File: config.mk
export PLATFORM = sky130hd
export DESIGN_NAME = uart_rom_loader_flat
export DESIGN_NICKNAME = d
export VERILOG_FILES = /design/src/rtl/uart_rom_loader_if.sv /design/src/rtl/uart_rom_loader.sv /design/src/flat_wrapper.sv
export SDC_FILE = /design/constraint.sdc
export NUM_CORES = 1
export LEC_CHECK = 0
export CORE_MARGIN = 8
export CORE_UTILIZATION = 50
export CTS_BUF_LIST = sky130_fd_sc_hd__clkbuf_4 sky130_fd_sc_hd__clkbuf_8 sky130_fd_sc_hd__clkbuf_16
export CTS_CLUSTER_DIAMETER = 50
export CTS_CLUSTER_SIZE = 25
export DETAILED_ROUTE_END_ITERATION = 10
export PLACE_DENSITY = 0.76
export SYNTH_ARGS = -nofsm -noshare
export SYNTH_HDL_FRONTEND = slang
export SYNTH_SLANG_ARGS = --single-unit
export TNS_END_PERCENT = 10
File: constraint.sdc
create_clock -name clk -period 2.6 [get_ports clk]
set_input_delay 0.52 -clock clk [delete_from_list [all_inputs] [get_ports clk]]
set_output_delay 0.52 -clock clk [all_outputs]
set_load 0.01 [all_outputs]
File: src/rtl/uart_rom_loader_if.sv
// Bus between the UART byte source / top-level control and the ROM loader.
// The master drives the byte stream and session start; the slave reports ROM writes and status.
interface uart_rom_loader_if #(
  parameter int unsigned ADDR_WIDTH = 4
);
  logic                  load_start;
  logic                  rx_valid;
  logic [7:0]            rx_byte;
  logic                  rom_we;
  logic [ADDR_WIDTH-1:0] rom_addr;
  logic [31:0]           rom_wdata;
  logic                  cpu_hold;
  logic                  done;
  logic                  error;
  logic [ADDR_WIDTH:0]   words_loaded;

  modport master (
    output load_start, rx_valid, rx_byte,
    input  rom_we, rom_addr, rom_wdata, cpu_hold, done, error, words_loaded
  );

  modport slave (
    input  load_start, rx_valid, rx_byte,
    output rom_we, rom_addr, rom_wdata, cpu_hold, done, error, words_loaded
  );
endinterface

File: src/rtl/uart_rom_loader.sv
// Packs UART bytes (MSB first) into 32-bit words and writes them sequentially into the
// instruction ROM, holding the CPU in reset while a load session is in progress.
module uart_rom_loader #(
  parameter int unsigned ADDR_WIDTH = 4,
  parameter int unsigned WORDS      = 16,
  parameter int unsigned TIMEOUT    = 20000
) (
  input  logic         clk,
  input  logic         rst,
  uart_rom_loader_if.slave bus_io
);

  // Sized to hold TIMEOUT+1 so the post-WRITE increment can never wrap.
  localparam int unsigned TmoW = $clog2(TIMEOUT + 2);
  localparam logic [ADDR_WIDTH-1:0] LastIdx = ADDR_WIDTH'(WORDS - 1);
  localparam logic [ADDR_WIDTH:0]   OneWord = (ADDR_WIDTH + 1)'(1);
  localparam logic [TmoW-1:0]       TmoLim  = TmoW'(TIMEOUT);

  typedef enum logic [1:0] {StIdle, StCollect, StWrite, StDone} state_e;

  state_e                state_q, state_d;
  logic [31:0]           shift_q, shift_d;
  logic [1:0]            byte_cnt_q, byte_cnt_d;
  logic [ADDR_WIDTH-1:0] word_idx_q, word_idx_d;
  logic [ADDR_WIDTH:0]   words_loaded_q, words_loaded_d;
  logic [TmoW-1:0]       tmo_q, tmo_d;
  logic                  error_q, error_d;
  logic                  cpu_hold_q, cpu_hold_d;
  logic [ADDR_WIDTH-1:0] rom_addr_q, rom_addr_d;
  logic [31:0]           rom_wdata_q, rom_wdata_d;
  logic [TmoW-1:0]       tmo_inc;

  assign tmo_inc = tmo_q + TmoW'(1);

  always_comb begin
    state_d        = state_q;
    shift_d        = shift_q;
    byte_cnt_d     = byte_cnt_q;
    word_idx_d     = word_idx_q;
    words_loaded_d = words_loaded_q;
    tmo_d          = tmo_q;
    error_d        = error_q;
    cpu_hold_d     = cpu_hold_q;
    rom_addr_d     = rom_addr_q;
    rom_wdata_d    = rom_wdata_q;

    // A restart wins over everything, including a byte arriving in the same cycle.
    if (bus_io.load_start) begin
      state_d        = StCollect;
      shift_d        = '0;
      byte_cnt_d     = '0;
      word_idx_d     = '0;
      words_loaded_d = '0;
      tmo_d          = '0;
      error_d        = 1'b0;
      cpu_hold_d     = 1'b1;
    end else begin
      unique case (state_q)
        StIdle: ;
        StCollect: begin
          if (bus_io.rx_valid) begin
            shift_d    = {shift_q[23:0], bus_io.rx_byte};
            byte_cnt_d = byte_cnt_q + 2'd1;
            tmo_d      = '0;
            if (byte_cnt_q == 2'd3) begin
              state_d     = StWrite;
              rom_addr_d  = word_idx_q;
              rom_wdata_d = {shift_q[23:0], bus_io.rx_byte};
            end
          end else begin
            tmo_d = tmo_inc;
            if (TIMEOUT != 0 && tmo_inc >= TmoLim) begin
              state_d    = StIdle;
              error_d    = 1'b1;
              cpu_hold_d = 1'b0;
              byte_cnt_d = '0;
            end
          end
        end
        StWrite: begin
          words_loaded_d = words_loaded_q + OneWord;
          if (word_idx_q == LastIdx) begin
            state_d = StDone;
          end else begin
            word_idx_d = word_idx_q + ADDR_WIDTH'(1);
            state_d    = StCollect;
          end
          // The word is already latched, so this byte starts the next word.
          if (bus_io.rx_valid) begin
            shift_d    = {shift_q[23:0], bus_io.rx_byte};
            byte_cnt_d = byte_cnt_q + 2'd1;
            tmo_d      = '0;
          end else begin
            tmo_d = tmo_inc;
          end
        end
        StDone: begin
          cpu_hold_d = 1'b0;
          state_d    = StIdle;
        end
        default: state_d = StIdle;
      endcase
    end
  end

  always_ff @(posedge clk) begin
    if (rst) begin
      state_q        <= StIdle;
      shift_q        <= '0;
      byte_cnt_q     <= '0;
      word_idx_q     <= '0;
      words_loaded_q <= '0;
      tmo_q          <= '0;
      error_q        <= 1'b0;
      cpu_hold_q     <= 1'b0;
      rom_addr_q     <= '0;
      rom_wdata_q    <= '0;
    end else begin
      state_q        <= state_d;
      shift_q        <= shift_d;
      byte_cnt_q     <= byte_cnt_d;
      word_idx_q     <= word_idx_d;
      words_loaded_q <= words_loaded_d;
      tmo_q          <= tmo_d;
      error_q        <= error_d;
      cpu_hold_q     <= cpu_hold_d;
      rom_addr_q     <= rom_addr_d;
      rom_wdata_q    <= rom_wdata_d;
    end
  end

  assign bus_io.rom_we       = (state_q == StWrite);
  assign bus_io.done         = (state_q == StDone);
  assign bus_io.rom_addr     = rom_addr_q;
  assign bus_io.rom_wdata    = rom_wdata_q;
  assign bus_io.cpu_hold     = cpu_hold_q;
  assign bus_io.error        = error_q;
  assign bus_io.words_loaded = words_loaded_q;

endmodule

File: src/flat_wrapper.sv
// flat-port wrapper written by rule: the top's interface ports become plain ports
module uart_rom_loader_flat 
#(
  parameter int unsigned ADDR_WIDTH = 4,
  parameter int unsigned WORDS      = 16,
  parameter int unsigned TIMEOUT    = 20000
)
  (clk, rst, bus_io_load_start, bus_io_rx_valid, bus_io_rx_byte, bus_io_rom_we, bus_io_rom_addr, bus_io_rom_wdata, bus_io_cpu_hold, bus_io_done, bus_io_error, bus_io_words_loaded);
  uart_rom_loader_if #(.ADDR_WIDTH(ADDR_WIDTH)) bus_io_i ();
  input  logic clk;
  input  logic rst;
  input wire logic [$bits(bus_io_i.load_start)-1:0] bus_io_load_start;
  input wire logic [$bits(bus_io_i.rx_valid)-1:0] bus_io_rx_valid;
  input wire logic [$bits(bus_io_i.rx_byte)-1:0] bus_io_rx_byte;
  output wire logic [$bits(bus_io_i.rom_we)-1:0] bus_io_rom_we;
  output wire logic [$bits(bus_io_i.rom_addr)-1:0] bus_io_rom_addr;
  output wire logic [$bits(bus_io_i.rom_wdata)-1:0] bus_io_rom_wdata;
  output wire logic [$bits(bus_io_i.cpu_hold)-1:0] bus_io_cpu_hold;
  output wire logic [$bits(bus_io_i.done)-1:0] bus_io_done;
  output wire logic [$bits(bus_io_i.error)-1:0] bus_io_error;
  output wire logic [$bits(bus_io_i.words_loaded)-1:0] bus_io_words_loaded;
  assign bus_io_i.load_start = bus_io_load_start;
  assign bus_io_i.rx_valid = bus_io_rx_valid;
  assign bus_io_i.rx_byte = bus_io_rx_byte;
  assign bus_io_rom_we = bus_io_i.rom_we;
  assign bus_io_rom_addr = bus_io_i.rom_addr;
  assign bus_io_rom_wdata = bus_io_i.rom_wdata;
  assign bus_io_cpu_hold = bus_io_i.cpu_hold;
  assign bus_io_done = bus_io_i.done;
  assign bus_io_error = bus_io_i.error;
  assign bus_io_words_loaded = bus_io_i.words_loaded;
  uart_rom_loader #(.ADDR_WIDTH(ADDR_WIDTH), .WORDS(WORDS), .TIMEOUT(TIMEOUT)) u_core (.clk(clk), .rst(rst), .bus_io(bus_io_i));
endmodule
# [Yosys cells after proc, flatten, opt, wreduce, memory -nomap -nowiden]
# Cells that the tools add are included.
[word_totals] output_inout_bits=45 register_bits=90 wordCells=59 input_bits=12
[classes] mux=14 eq_ne=12 reduce_logical=14 bitwise_logic=3 add_sub_neg=4 n_lt_le_gt_ge=1
[ops] op="$add A15 B1 Y15 const B" count=1
[ops] op="$ge A15 B15 Y1 const B" count=1
[ops] op="$mux W15" count=1
[ops] op="$reduce_and A3 Y1" count=5
[ops] op="$mux W2" count=6
[ops] op="$ne A3 B2 Y1 const B" count=3
[ops] op="$ne A4 B3 Y1 const B" count=2
[ops] op="$eq A2 B2 Y1 const B" count=3
[ops] op="$pmux W2 S3" count=1
[ops] op="$reduce_bool A3 Y1" count=2
[ops] op="$add A5 B1 Y5 const B" count=1
[ops] op="$add A4 B1 Y4 const B" count=1
[ops] op="$eq A4 B4 Y1 const B" count=1
[ops] op="$mux W1" count=4
[ops] op="$pmux W2 S2" count=1
[ops] op="$reduce_and A2 Y1" count=2
[ops] op="$reduce_and A4 Y1" count=1
[ops] op="$reduce_bool A4 Y1" count=1
[ops] op="$reduce_or A2 Y1" count=2
[ops] op="$ne A3 B3 Y1 const B" count=1
[ops] op="$not A1 Y1" count=3
[ops] op="$add A2 B1 Y2 const B" count=1
[ops] op="$eq A2 B1 Y1 const B" count=1
[ops] op="$ne A2 B2 Y1 const B" count=1
[ops] op="2 further kinds" count=2

# [Logic depth before layout (Yosys ltp)]
# Gate-level depths: netlist (run 1).
[logic_depth] word_depth=6 ltp_mapped=8 ltp_nobuf=8

# [Worst setup path before layout (run 1)]
# No wires, ideal clock.
[synth_timing] path_type="reg2reg" from="register u_core.tmo_q[0]" to="register u_core.state_q[1]" stages_incl_launch_ff=9 t_arrival_ns=2.041 setup_time_ns=0.121 path_slack_ns=0.438 path_cell_list="dfxtp_1 ha_1 nand3_2 nor3_4 xnor2_1 or4_4 a21oi_4 o211ai_2 mux2i_1"
[synth_via] elab_chain_len=4
[synth_rtl] element="from (decl)" line="uart_rom_loader.sv:26" rtl="logic [TmoW-1:0] tmo_q, tmo_d;"
[synth_rtl] element="from (signal assigned)" line="uart_rom_loader.sv:124" rtl="tmo_q <= tmo_d;"
[synth_rtl] element="$add A15 B1 Y15" line="uart_rom_loader.sv:33" rtl="assign tmo_inc = tmo_q + TmoW'(1);"
[synth_rtl] element="$ge A15 B15 Y1" line="uart_rom_loader.sv:72" rtl="if (TIMEOUT != 0 && tmo_inc >= TmoLim) begin"
[synth_rtl] element="$ne A3 B2 Y1 (no line)"
[synth_rtl] element="$reduce_and A3 Y1 (no line)"
[synth_rtl] element="to (signal assigned)" line="uart_rom_loader.sv:108" rtl="state_q <= StIdle;"
[synth_rtl] element="to (signal assigned)" line="uart_rom_loader.sv:119" rtl="state_q <= state_d;"
[synth_rtl] element="to (decl)" line="uart_rom_loader.sv:21" rtl="state_e state_q, state_d;"
# No other way between the ends.
# A chain may end at the register's enable or synchronous reset.

# [Worst setup path after layout (run 1)]
# Same ends and word-level chain as after synthesis.

==> results of run 1 <==
==> cells in the mapped netlist, types with 3 or more instances <==
library cell / count
nand4_1: 4
ha_1: 8
and2_1: 3
dfxtp_1: 90
nand3_1: 9
nor4_1: 3
a211oi_1: 3
o21ai_0: 14
nand2_1: 134
a21oi_1: 79
mux2i_1: 3
xnor2_1: 5
xor2_1: 6
or3_1: 3
nor2_1: 32
a22oi_1: 3
clkbuf_1: 26
nor3_1: 6
inv_1: 6
o21ai_1: 3
==> worst max-delay path: cells and delay by family, from the launching register on <==
family	cells	cell delay [ns]
flops	1	0.46
simple gates	3	0.97
fa+ha+maj	1	0.25
xor+xnor	1	0.08
mux	1	0.22
compound gates	2	0.37
==> power groups by stage <==
stage                     Sequential, µW  Clock (µW)  Combinational, µW
after CTS                           1400         943                169
after detailed placement            1430           0                167
after global routing                1400         991                189
after global placement              1430           0                165
final                               1400         918                169
after floorplan                     1430           0                102
==> stage by stage <==
step | util, % | cells | total power, µW | cell area [µm²]
floorplan | - | 469 | 1530 | 3710
global placement | 60.9 | 608 | 1590 | 4390
detailed placement | 60.9 | 608 | 1590 | 4390
CTS | 63.6 | 624 | 2510 | 4590
global route | 63.6 | 624 | 2580 | 4590
finish | 63.6 | 624 | 2480 | 4590
==> worst max path at each step <==
stage,startpoint,endpoint,slack (ns)
after floorplan,u_core.tmo_q[0],u_core.state_q[1],0.44
after global placement,u_core.tmo_q[0],u_core.state_q[0],0.32
after detailed placement,u_core.tmo_q[0],u_core.state_q[1],0.25
after CTS,u_core.tmo_q[0],u_core.state_q[1],0.22
after global routing,u_core.tmo_q[0],u_core.state_q[1],0.05
final,u_core.tmo_q[0],u_core.state_q[1],0.17
==> routing by layer <==
metal / track usage (%) / routed length [µm] / share of wire (%) / up-vias
met5: 0 / 0 / 0 / -
met4: 7.45 / 106 / 1.2 / 0
met3: 3.41 / 521 / 6.0 / 7
met2: 27.9 / 4120 / 48 / 89
met1: 21.8 / 3880 / 45 / 1493
li1: - / - / - / 1684
==> cell families (layout without fill, tap and decap cells) <==
logic type | count (synthesis) | count (layout) | share of synthesized area (%)
flops | 90 | 90 | 48.6
mux | 4 | 4 | 1.11
simple gates | 210 | 210 | 25.0
buf+inv | 35 | 91 | 3.57
fa+ha+maj | 8 | 8 | 2.70
compound gates | 111 | 111 | 16.5
xor+xnor | 11 | 11 | 2.60
==> state kept, by name, summed over array words and instances, names as in the netlist <==
signal / count
u_core.state_q: 2
u_core.bus_io.error: 1
u_core.bus_io.rom_addr: 4
u_core.bus_io.rom_wdata: 32
u_core.word_idx_q: 4
u_core.bus_io.cpu_hold: 1
u_core.bus_io.words_loaded: 5
u_core.tmo_q: 15
u_core.shift_q: 24
u_core.byte_cnt_q: 2
==> final cells by class <==
cell class,instances,area (µm²)
Tap cell,99,124
Inverter,8,30.0
Multi-Input combinational cell,344,1780
Clock buffer,10,138
Fill cell,646,2630
Sequential cell,90,1800
Clock inverter,6,55.1
Timing Repair Buffer,67,656
==> impl_metrics.py, run 1 <==
metrics = {
    "grt": {
        "grt_pass1_vias": 3096,
        "grt.total_usage_pct": 17.3,
        "grt_pass1_wl_um": 14600,
        "grt_max_degree": 40,
        "gr-total-overflow": 0,
        "antenna_found_initial": 0,
    },
    "critical_path": {
        "critPathCaptureType": "flip-flop",
        "crit_chain": "ha_1 > nand3_2 > nor3_4 > xnor2_1 > or4_4 > a21oi_4 > o211ai_2 > mux2i_1",
        "reg2reg_slack_ns": 0.17,
        "crit_fanout": 7,
        "cp-start-kind": "flip-flop",
        "rr_endpoint": "u_core.state_q[1]",
        "reg2reg_depth": 8,
        "critical_path_required_ns": 2.87,
        "crit_arrival_ns": 2.71,
        "slowest_stage": "or4_4",
        "max_stage_delay_ns": 0.54,
        "rr_startpoint": "u_core.tmo_q[0]",
        "worstSetupPathType": "flip-flop to flip-flop",
    },
    "synthesis": {
        "async_flop_share_pct": 0,
        "synth_edf_count": 0,
        "syn-num-nets": 489,
        "synth_cells": 469,
        "syn_area_um2": 3710,
        "ys_ff_latch": 90,
        "synth_cell_types": 45,
        "synth_seq_area_share_pct": 48.6,
        "synth-main-ff-cell": "dfxtp_1",
        "yosys.area.top_type": "dfxtp_1",
        "syn_area_per_cell_um2": 7.91,
        "synth_top_area_share_pct": 48.6,
        "synth_area_leaders": "dfxtp_1, nand2_1, a21oi_1",
        "yosysWarnings": 0,
    },
    "cells_and_area": {
        "layout.nets": 540,
        "final_common_cell": "nand2_1",
        "drive_gt1_share_pct": 7.62,
        "final_cell_mix": "nand2_1, dfxtp_1, a21oi_1",
        "diodes": 0,
        "syn_to_final_growth_pct": 23.6,
    },
    "die": {
        "start_util_pct": 51.4,
        "die_h_um": 102,
        "die-width_um": 102,
        "rows": 31,
        "coreArea_um2": 7210,
        "die_area_um2": 10400,
        "design.portCount": 57,
    },
    "power_and_ir_drop": {
        "p_leak_uw": 0.00151,
        "clkPwrFrac_pct": 37.0,
        "combPwrFrac_pct": 6.8,
        "p_int_uw": 1840,
        "switching_power_uw": 641,
        "power_density_nw_per_um2": 541,
        "p_seq_share_pct": 56.2,
        "ir_worst_vdd_mv": 0.315,
        "p_sw_share_pct": 25.8,
    },
    "timing": {
        "fmax_ghz": 0.411,
        "slew_violations": 0,
        "setup_viol": 0,
        "fin_worst_skew_ns": 0.0110,
        "max-slew-margin-rel_pct": 72.8,
        "finalCritPeriodShare_pct": 93.6,
        "grt_setup_unrepaired": "no",
        "hold_viol": 0,
        "worst_slack_ns": 0.166,
        "tightest_slew_ns": 0.409,
        "whs_ns": 0.450,
        "finalSetupTns_ns": 0,
        "final.min_clock_period_ns": 2.43,
    },
    "route": {
        "via_per_inst": 5.25,
        "ant_nets": 0,
        "drt_iter0_markers": 156,
        "drc": 0,
        "routed_wl_um": 8630,
        "post_drt_wl_per_cell_um": 13.8,
        "num_vias": 3273,
        "drtPass1Iterations": 5,
    },
    "clock_tree": {
        "clock_sinks": 90,
        "insertion_delay_ns": 0.36,
        "cts_resized": 0,
        "clk_pin_slew_ns": 0.09,
        "post_cts_buffers": 0,
        "clk_path_buf_depth": 2,
        "htree_levels": 3,
        "cts_tree": "yes",
        "numCtsBuffers": 9,
        "cts_hold_buf": 0,
        "cts_root_buffer": "clkbuf_8",
    },
    "placed_design": {
        "io_buffer_count": 56,
        "place_hpwl_um": 5870,
        "dp_slack_ns": 0.248,
        "gp_congestion": 0.857,
    },
    "run_status": {
        "outcome": "finished clean",
    },
    "min_path": {
        "hp-start": "u_core.shift_q[17]",
        "holdPathEnd": "u_core.bus_io.rom_wdata[25]",
        "hold-path-cell-count": 2,
        "hold_path.class": "flip-flop to flip-flop",
    },
    "job": {
        "maxCapViolCount": 0,
    },
}
(Power assumes the default switching activity.)
==> run 2, diff against run 1 <==
--- a/config.mk
+++ b/config.mk
@@ -5,6 +5,7 @@
 export SDC_FILE = /design/constraint.sdc
 export NUM_CORES = 1
 export LEC_CHECK = 0
+export CAP_MARGIN = 20
 export CORE_MARGIN = 8
 export CORE_UTILIZATION = 50
 export CTS_BUF_LIST = sky130_fd_sc_hd__clkbuf_4 sky130_fd_sc_hd__clkbuf_8 sky130_fd_sc_hd__clkbuf_16
==> results of run 2 <==
No change in the layout: final DEF, timing and power equal those of run 1.
==> run 3, diff against run 2 <==
--- a/config.mk
+++ b/config.mk
@@ -5,6 +5,7 @@
 export SDC_FILE = /design/constraint.sdc
 export NUM_CORES = 1
 export LEC_CHECK = 0
+export ABC_AREA = 1
 export CAP_MARGIN = 20
 export CORE_MARGIN = 8
 export CORE_UTILIZATION = 50
==> impl_metrics.py, run 3 <==
metrics = {
    "synthesis": {
        "async_flop_share_pct": 0,
        "yosys.area.top_type": "dfxtp_1",
        "synth_edf_count": 0,
        "syn_area_per_cell_um2": 7.36,
        "synth_top_area_share_pct": 48.7,
        "synth_cell_types": 32,
        "synth_common_cells": "nor2_1, dfxtp_1, o21ai_0",
        "ys_ff_latch": 90,
        "synth_seq_area_share_pct": 48.7,
        "synth-main-ff-cell": "dfxtp_1",
        "syn_area_um2": 3700,
        "syn-num-nets": 523,
        "synth_area_leaders": "dfxtp_1, nor2_1, o21ai_0",
        "synth_cells": 503,
        "yosysMostFrequentCell": "nor2_1",
        "yosysWarnings": 0,
    },
    "critical_path": {
        "reg2reg_depth": 13,
        "rr_endpoint": "u_core.byte_cnt_q[0]",
        "worstSetupPathType": "flip-flop to output port",
        "cp-start-kind": "flip-flop",
        "critPathCaptureType": "output port",
        "reg2reg_slack_ns": 0.63,
        "rr_startpoint": "u_core.tmo_q[0]",
        "crit_fanout": 12,
        "critical_path_required_ns": 2.08,
        "crit_arrival_ns": 1.84,
    },
    "cells_and_area": {
        "regArea_um2": 1800,
        "layout.nets": 579,
        "drive_gt1_share_pct": 7.64,
        "diodes": 0,
        "fillers": 653,
        "multi_input_area_um2": 1700,
        "final_cell_mix": "nor2_1, dfxtp_1, o21ai_0",
        "largest_reg_flops": 32,
        "syn_to_final_growth_pct": 23.7,
        "final_common_cell": "nor2_1",
    },
    "run_status": {
        "outcome": "finished clean",
    },
    "timing": {
        "grt_setup_unrepaired": "no",
        "slew_violations": 0,
        "max-slew-margin-rel_pct": 66.2,
        "fmax_ghz": 0.424,
        "finalCritPeriodShare_pct": 90.8,
        "final.min_clock_period_ns": 2.36,
        "fin_worst_skew_ns": 0.0118,
        "whs_ns": 0.466,
        "hold_viol": 0,
        "setup_viol": 0,
        "finalSetupTns_ns": 0,
        "tightest_slew_ns": 0.506,
    },
    "clock_tree": {
        "cts_resized": 0,
        "clk_path_buf_depth": 2,
        "clk_pin_slew_ns": 0.09,
        "post_cts_buffers": 0,
        "cts_root_buffer": "clkbuf_8",
        "insertion_delay_ns": 0.35,
        "cts_tree": "yes",
        "numCtsBuffers": 9,
        "htree_levels": 3,
        "cts_hold_buf": 0,
        "clock_sinks": 90,
    },
    "placed_design": {
        "gp_congestion": 0.825,
        "place_hpwl_um": 6040,
        "io_buffer_count": 56,
    },
    "die": {
        "die_area_um2": 10400,
        "coreArea_um2": 7210,
        "die-width_um": 102,
        "rows": 31,
        "design.portCount": 57,
        "die_h_um": 102,
        "start_util_pct": 51.3,
    },
    "route": {
        "post_drt_wl_per_cell_um": 13.2,
        "num_vias": 3402,
        "drc": 0,
        "drtPass1Iterations": 4,
        "routed_wl_um": 8760,
        "drt_iter0_markers": 183,
        "via_per_inst": 5.14,
        "ant_nets": 0,
    },
    "power_and_ir_drop": {
        "p_leak_uw": 0.00183,
        "power_density_nw_per_um2": 560,
        "ir_worst_vdd_mv": 0.345,
    },
    "min_path": {
        "hold_path.class": "flip-flop to flip-flop",
        "hp-start": "u_core.bus_io.cpu_hold",
        "hold-path-cell-count": 2,
        "holdPathEnd": "u_core.bus_io.cpu_hold",
    },
    "grt": {
        "gr-total-overflow": 0,
        "grt.total_usage_pct": 17.7,
        "grt_max_degree": 38,
        "grt_pass1_vias": 3316,
        "antenna_found_initial": 0,
        "grt_pass1_wl_um": 14900,
    },
    "job": {
        "maxCapViolCount": 0,
    },
}
run 3: worst max path at each step:
stage | from | endpoint | depth (start not counted)
after floorplan | u_core.tmo_q[0] | u_core.state_q[0] | 13
after global placement | bus_io_rx_valid | u_core.bus_io.rom_wdata[13] | 9
after detailed placement | bus_io_rx_valid | u_core.bus_io.rom_wdata[13] | 9
after CTS | u_core.state_q[0] | bus_io_rom_we | 3
after global routing | u_core.state_q[0] | bus_io_rom_we | 3
final | u_core.state_q[0] | bus_io_rom_we | 3
run 3: worst max-delay path, cell delays in order, from the launching register on:
cell,delay (ns)
dfxtp_1,0.35
inv_1,0.09
ha_1,0.43
clkdlybuf4s50_1,0.63
run 3: final cells by class:
type / instances / area share, %
Clock buffer: 12 / 3.61
Clock inverter: 3 / 0.520
Inverter: 30 / 2.49
Multi-Input combinational cell: 361 / 37.2
Sequential cell: 90 / 39.4
Tap cell: 99 / 2.71
Timing Repair Buffer: 67 / 14.1
run 3: stage by stage:
step | total power (µW) | setup WS [ns] | utilization (%) | cells | area (µm²)
finish | 2560 | 0.239 | 63.4 | 662 | 4580
floorplan | 1620 | 0.929 | - | 503 | 3700
global placement | 1700 | 0.434 | 60.8 | 647 | 4390
detailed placement | 1710 | 0.412 | 60.8 | 647 | 4390
global route | 2660 | 0.145 | 63.4 | 662 | 4580
CTS | 2580 | 0.236 | 63.4 | 662 | 4580
run 3: kinds of logic (layout without fill, tap and decap cells):
| family | count (synthesis) | in the layout | synth area share [%] |
|---|---|---|---|
| compound gates | 103 | 103 | 14.4 |
| xor+xnor | 3 | 3 | 0.913 |
| fa+ha+maj | 8 | 8 | 2.71 |
| buf+inv | 52 | 112 | 5.38 |
| flops | 90 | 90 | 48.7 |
| simple gates | 247 | 247 | 27.9 |
run 3: metal layers:
layer | up-vias | routed length (µm) | track usage (%)
met5 | - | 0 | 0
met4 | 0 | 72 | 6.09
met3 | 6 | 532 | 4.77
met2 | 66 | 4300 | 30.9
met1 | 1591 | 3860 | 20.2
li1 | 1739 | - | -
run 3: where the power goes:
group	total, µW	internal [µW]	switching, µW
logic	250	91.3	158
clock network	888	422	466
registers	1420	1400	19.9
total	2560	1920	644
